===== src/rtl/hqm_mem_reset_seq_scan_if.sv =====
// rtl/hqm_mem_reset_seq_scan_if.sv - channel reset request/status bundle for the reset sequencer
interface hqm_mem_reset_seq_scan_if #(
    parameter int NUM_CH = 4
);
    logic [NUM_CH-1:0] ch_rst_req;
    logic [NUM_CH-1:0] ch_rst_n_out;
    logic              seq_busy;
    logic              all_rel;

    modport master (
        output ch_rst_req,
        input  ch_rst_n_out,
        input  seq_busy,
        input  all_rel
    );

    modport slave (
        input  ch_rst_req,
        output ch_rst_n_out,
        output seq_busy,
        output all_rel
    );
endinterface


===== src/rtl/hqm_mem_reset_seq_scan.sv =====
// rtl/hqm_mem_reset_seq_scan.sv - staged per-channel reset release with re-reset stretch and scan bypass
// Optional stretch/retrigger logic: HQM_MEM_RESET_SEQ_STRETCH_EN
module hqm_mem_reset_seq_scan #(
    parameter int NUM_CH     = 4,
    parameter int MIN_ASSERT = 8,
    parameter int STAGE_GAP  = 4
) (
    input  logic                       clk,
    input  logic                       rst,
    input  logic                       fscan_rstbypen,
    input  logic                       fscan_byprst_b,
    hqm_mem_reset_seq_scan_if.slave    bus
);
    localparam logic [1:0] ST_HOLD  = 2'd0;
    localparam logic [1:0] ST_STAGE = 2'd1;
    localparam logic [1:0] ST_DONE  = 2'd2;

    localparam logic [7:0] MIN_M1   = 8'(MIN_ASSERT - 1);
    localparam logic [7:0] GAP_M1   = 8'(STAGE_GAP - 1);
    localparam logic [4:0] LAST_IDX = 5'(NUM_CH - 1);

    logic [1:0]        state_q, state_d;
    logic [7:0]        cnt_q, cnt_d;
    logic [4:0]        idx_q, idx_d;
    logic [NUM_CH-1:0] hold_q, hold_d;
    logic [NUM_CH-1:0] active_d;
    logic [NUM_CH-1:0] ch_int_q, ch_int_d;
    logic              busy_q, all_rel_q;

    always_comb begin
        state_d = state_q;
        cnt_d   = cnt_q;
        idx_d   = idx_q;
        hold_d  = hold_q;
        case (state_q)
            ST_HOLD: begin
                if (cnt_q == MIN_M1) begin
                    hold_d[0] = 1'b0;
                    cnt_d     = 8'd0;
                    idx_d     = 5'd1;
                    if (NUM_CH == 1) begin
                        state_d = ST_DONE;
                    end else if (STAGE_GAP == 0) begin
                        // zero gap: every channel leaves reset together with channel 0
                        hold_d  = '0;
                        state_d = ST_DONE;
                    end else begin
                        state_d = ST_STAGE;
                    end
                end else begin
                    cnt_d = cnt_q + 8'd1;
                end
            end
            ST_STAGE: begin
                if (cnt_q == GAP_M1) begin
                    for (int k = 0; k < NUM_CH; k++) begin
                        if (5'(k) == idx_q) hold_d[k] = 1'b0;
                    end
                    idx_d = idx_q + 5'd1;
                    cnt_d = 8'd0;
                    if (idx_q == LAST_IDX) state_d = ST_DONE;
                end else begin
                    cnt_d = cnt_q + 8'd1;
                end
            end
            default: ;
        endcase
    end

`ifdef HQM_MEM_RESET_SEQ_STRETCH_EN
    logic [7:0] str_q [NUM_CH];
    logic [7:0] str_d [NUM_CH];

    // a request reloads the full hold time, so repeated requests extend the low window
    always_comb begin
        for (int k = 0; k < NUM_CH; k++) begin
            if (bus.ch_rst_req[k])    str_d[k] = 8'(MIN_ASSERT);
            else if (str_q[k] != 0)   str_d[k] = str_q[k] - 8'd1;
            else                      str_d[k] = 8'd0;
            active_d[k] = (str_d[k] != 8'd0);
        end
    end

    always_ff @(posedge clk) begin
        for (int k = 0; k < NUM_CH; k++) begin
            if (rst) str_q[k] <= 8'd0;
            else     str_q[k] <= str_d[k];
        end
    end
`else
    logic [NUM_CH-1:0] unused_ch_rst_req;
    assign unused_ch_rst_req = bus.ch_rst_req;
    assign active_d          = '0;
`endif

    assign ch_int_d = ~(hold_d | active_d);

    always_ff @(posedge clk) begin
        if (rst) begin
            state_q   <= ST_HOLD;
            cnt_q     <= 8'd0;
            idx_q     <= 5'd0;
            hold_q    <= '1;
            ch_int_q  <= '0;
            busy_q    <= 1'b1;
            all_rel_q <= 1'b0;
        end else begin
            state_q   <= state_d;
            cnt_q     <= cnt_d;
            idx_q     <= idx_d;
            hold_q    <= hold_d;
            ch_int_q  <= ch_int_d;
            busy_q    <= (state_d != ST_DONE);
            all_rel_q <= &ch_int_d;
        end
    end

    // scan bypass overrides only the channel resets; status keeps reporting the sequencer
    assign bus.ch_rst_n_out = fscan_rstbypen ? {NUM_CH{fscan_byprst_b}} : ch_int_q;
    assign bus.seq_busy     = busy_q;
    assign bus.all_rel      = all_rel_q;
endmodule


===== src/flat_wrapper.sv =====
// flat-port wrapper written by rule: the top's interface ports become plain ports
module hqm_mem_reset_seq_scan_flat 
#(
    parameter int NUM_CH     = 4,
    parameter int MIN_ASSERT = 8,
    parameter int STAGE_GAP  = 4
)
  (clk, rst, fscan_rstbypen, fscan_byprst_b, bus_ch_rst_req, bus_ch_rst_n_out, bus_seq_busy, bus_all_rel);
  hqm_mem_reset_seq_scan_if #(.NUM_CH(NUM_CH)) bus_i ();
  input  logic clk;
  input  logic rst;
  input  logic fscan_rstbypen;
  input  logic fscan_byprst_b;
  input wire logic [$bits(bus_i.ch_rst_req)-1:0] bus_ch_rst_req;
  output wire logic [$bits(bus_i.ch_rst_n_out)-1:0] bus_ch_rst_n_out;
  output wire logic [$bits(bus_i.seq_busy)-1:0] bus_seq_busy;
  output wire logic [$bits(bus_i.all_rel)-1:0] bus_all_rel;
  assign bus_i.ch_rst_req = bus_ch_rst_req;
  assign bus_ch_rst_n_out = bus_i.ch_rst_n_out;
  assign bus_seq_busy = bus_i.seq_busy;
  assign bus_all_rel = bus_i.all_rel;
  hqm_mem_reset_seq_scan #(.NUM_CH(NUM_CH), .MIN_ASSERT(MIN_ASSERT), .STAGE_GAP(STAGE_GAP)) u_core (.clk(clk), .rst(rst), .fscan_rstbypen(fscan_rstbypen), .fscan_byprst_b(fscan_byprst_b), .bus(bus_i));
endmodule

===== config.mk =====
export PLATFORM = sky130hd
export DESIGN_NAME = hqm_mem_reset_seq_scan_flat
export DESIGN_NICKNAME = d
export VERILOG_FILES = /design/src/rtl/hqm_mem_reset_seq_scan_if.sv /design/src/rtl/hqm_mem_reset_seq_scan.sv /design/src/flat_wrapper.sv
export SDC_FILE = /design/constraint.sdc
export NUM_CORES = 1
export LEC_CHECK = 0
export ABC_AREA = 0
export CORE_MARGIN = 8
export CORE_UTILIZATION = 58
export CTS_CLUSTER_DIAMETER = 40
export DETAILED_ROUTE_END_ITERATION = 6
export PLACE_DENSITY = 0.78
export SLEW_MARGIN = 0
export SYNTH_ARGS = -nofsm -noshare
export SYNTH_HDL_FRONTEND = slang
export SYNTH_SLANG_ARGS = --single-unit

===== constraint.sdc =====
create_clock -name clk -period 3.75 [get_ports clk]
set_clock_uncertainty 0.2 [all_clocks]
set_input_delay 0.75 -clock clk [delete_from_list [all_inputs] [get_ports clk]]
set_output_delay 0.75 -clock clk [all_outputs]
set_load 0.01 [all_outputs]

==> impl_metrics.ini <==
[status]
status = completed

[setup_path]
path_max_fanout = 5
r2r_end = u_core.bus.all_rel
rr_worst_depth = 5
crit_required_ns = 2.80
reg2reg_from = u_core.idx_q[1]
worst-endpoint-arrival_ns = 2.05
setup.worst_path.end_class = primary output
max_stage_delay_ns = 0.58
rrSetupSlack_ns = 1.65
path_cells = clkdlybuf4s50_1, nand2_1, o21ai_0, clkdlybuf4s50_1
cpMostUsedCell = clkdlybuf4s50_1
crit_type = input pin to primary output
cp-start-kind = input pin
crit_slowest_cell = clkdlybuf4s50_1

[routing]
drt_drc_violations_left = 0
postRouteAntennaNets = 0
dr_total_vias = 902
detail_route.vias_per_cell = 5.50
wirelength_um = 2070
drt-initial-drc-count = 22
drt_pass1_iterations = 4
routedWlPerCell_um = 12.6

[yosys]
synthCells = 128
synth-seq-cells = 25
yosysMostFrequentCell = dfxtp_1
synth-simple-area-share = 0.277
synthAdderAreaFrac = 0.0532
seq_area_frac_synth = 0.426
async_reset_ff_frac = 0
synth-edff-count = 0
ys_types = 39
syn_nets = 141
avgSynthCellArea_sq_um = 9.18
yosys_most_used_dff = dfxtp_1
netlist_top_cells_count = dfxtp_1, nor2_1, inv_1, nand2_1
synth_xor_area_frac = 0.0596
synth.largest_area_cell = dfxtp_1
synthTopCellsByArea = dfxtp_1, ha_1, xor2_1
synth.mux.area_fraction = 0.0181
synth.top_cell.area_share = 0.426
synth_compound_gate_area_share = 0.110
syn-cell-area_sq_um = 1170
yosysWarningCount = 0
synth_top_family_by_area = simple AND/OR/NAND/NOR gates

[cells_and_area]
fin_cells = 164
area_growth_pct = 11.0
drive_gt1_frac = 0.0730
nets = 151
fillers = 155
n_antenna_cell = 0

[die]
die-area_sq_um = 3720
ios = 14
start_util = 0.605
die_w_um = 61.0
num_rows = 16
die_y_um = 61.0
core_sq_um = 1940

[grt]
grt_pass1_wl_um = 3490
grt_pass1_vias = 844
grt_antenna_before_repair = 0
grtUsageTotal = 0.127
grt_max_degree = 16
grt-ovfl-total = 0

[power_and_ir_drop]
switching_share = 0.239
power.switching_mw = 0.102
p_leak_nw = 0.476
internal-power_mw = 0.324
comb_power_share = 0.068
powerDensity_nw_per_um2 = 327
totalPowerFinal_mw = 0.426
p_seq_frac = 0.641
irDropWorstVdd_mv = 0.259
power_frac_clock = 0.291

[timing]
worst_slack_ns = 0.749
finalHoldViolations = 0
relSlewSlack = 0.681
setup-tns-final_ns = 0
worstMarginPinSlew_ns = 0.472
grt_setup_unrepaired = false
finalMaxSlewViolations = 0
layout_worst_path_cycle_share = 0.800
setup_violations = 0
fmax_mhz = 333
period_needed_ns = 3.00
holdWs_ns = 0.286

[placed_design]
place_hpwl_um = 1560
io_buffers = 9
dp_cells = 160
dp_slack_ns = 0.732
gp_congestion = 0.758

[run]
cap_violations = 0

[clocking]
cts-resized-gates = 0
cts.sinks = 25
clkTransAtPathRegs_ns = 0.13
cts.path.max_buffers = 2
cts_hold_buf = 0
clock_latency_ns = 0.32
htreeDepth = 1
postCtsSetupRepairBufs = 0
numCtsBuffers = 3
cts_root_buf = clkbuf_4
cts_tree = yes

[hold_path]
min_to = u_core.hold_q[1]
min_from = u_core.hold_q[1]
min_path_cells = 2
min-delay-path-class = flop to flop
==> sequential cells by signal, summed over array words and instances (netlist names) <==
signal,count
u_core.cnt_q,8
u_core.idx_q,5
u_core.ch_int_q,4
u_core.hold_q,4
u_core.state_q,2
u_core.bus.all_rel,1
u_core.bus.seq_busy,1
==> area by class of cell <==
class,instances,area [sq um],area share
Clock buffer,3,22.5,0.0173
Clock inverter,1,7.51,0.00576
Inverter,11,41.3,0.0317
Multi-Input combinational cell,88,608,0.466
Sequential cell,25,500,0.384
Tap cell,27,33.8,0.0259
Timing Repair Buffer,9,90.1,0.0691
==> layer usage <==
metal | wire length [um] | global-route usage | up-vias
li1 | - | - | 455
met5 | 0 | 0 | -
met3 | 120 | 0.0318 | 4
met4 | 52 | 0.0797 | 0
met2 | 1000 | 0.223 | 16
met1 | 895 | 0.132 | 427
==> power groups by stage <==
stage	Combinational, mW	Sequential, mW	Clock (mW)
2_1_floorplan	0.0189	0.276	0
5_1_grt	0.0329	0.274	0.138
3_5_place_dp	0.0293	0.279	0
3_3_place_gp	0.0281	0.279	0
6_report	0.0290	0.273	0.124
4_1_cts	0.0294	0.273	0.128
==> metrics by stage <==
stage	area (sq um)	util
final	1300	0.671
after global routing	1300	0.671
after CTS	1300	0.671
after detailed placement	1270	0.656
after global placement	1270	0.656
after floorplan	1170	-
==> how the worst max path moves through the flow <==
| stage | to | slack, ns | start | depth (start not counted) |
|---|---|---|---|---|
| 2_1_floorplan | bus_ch_rst_n_out[0] | 1.77 | fscan_rstbypen | 1 |
| 3_5_place_dp | bus_ch_rst_n_out[1] | 0.73 | fscan_rstbypen | 4 |
| 4_1_cts | bus_ch_rst_n_out[1] | 0.73 | fscan_rstbypen | 4 |
| 6_report | bus_ch_rst_n_out[1] | 0.75 | fscan_rstbypen | 4 |
| 3_3_place_gp | bus_ch_rst_n_out[3] | 0.79 | fscan_rstbypen | 4 |
| 5_1_grt | bus_ch_rst_n_out[0] | 0.63 | fscan_rstbypen | 4 |
==> cell families after synthesis <==
logic type | count (synthesis)
XOR/XNOR | 8
adder cells (fa/ha/maj) | 5
flip-flops | 25
buffers and inverters | 15
AO/OA/AOI/OAI | 20
multiplexers | 2
AND/OR/NAND/NOR | 53
==> worst max-delay path, delay by kind of cell <==
family	cells	cell delay (ns)
compound gates	1	0.10
buf+inv	2	1.10
simple gates	1	0.10
==> placed cells by master (no fill, tap or decap), drive strengths merged, types with 2 or more instances in the layout <==
master / instances
dfxtp: 25
nor2: 12
inv: 11
clkdlybuf4s50: 9
nand2: 8
xor2: 7
nand3: 7
o21ai: 6
a21oi: 5
ha: 5
nor2b: 4
nand2b: 4
nand4: 3
or3: 3
clkbuf: 3
a21o: 2
nor3: 2
and3: 2
nor4b: 2
o31ai: 2
Note: power is estimated with default switching activity, not from simulation.
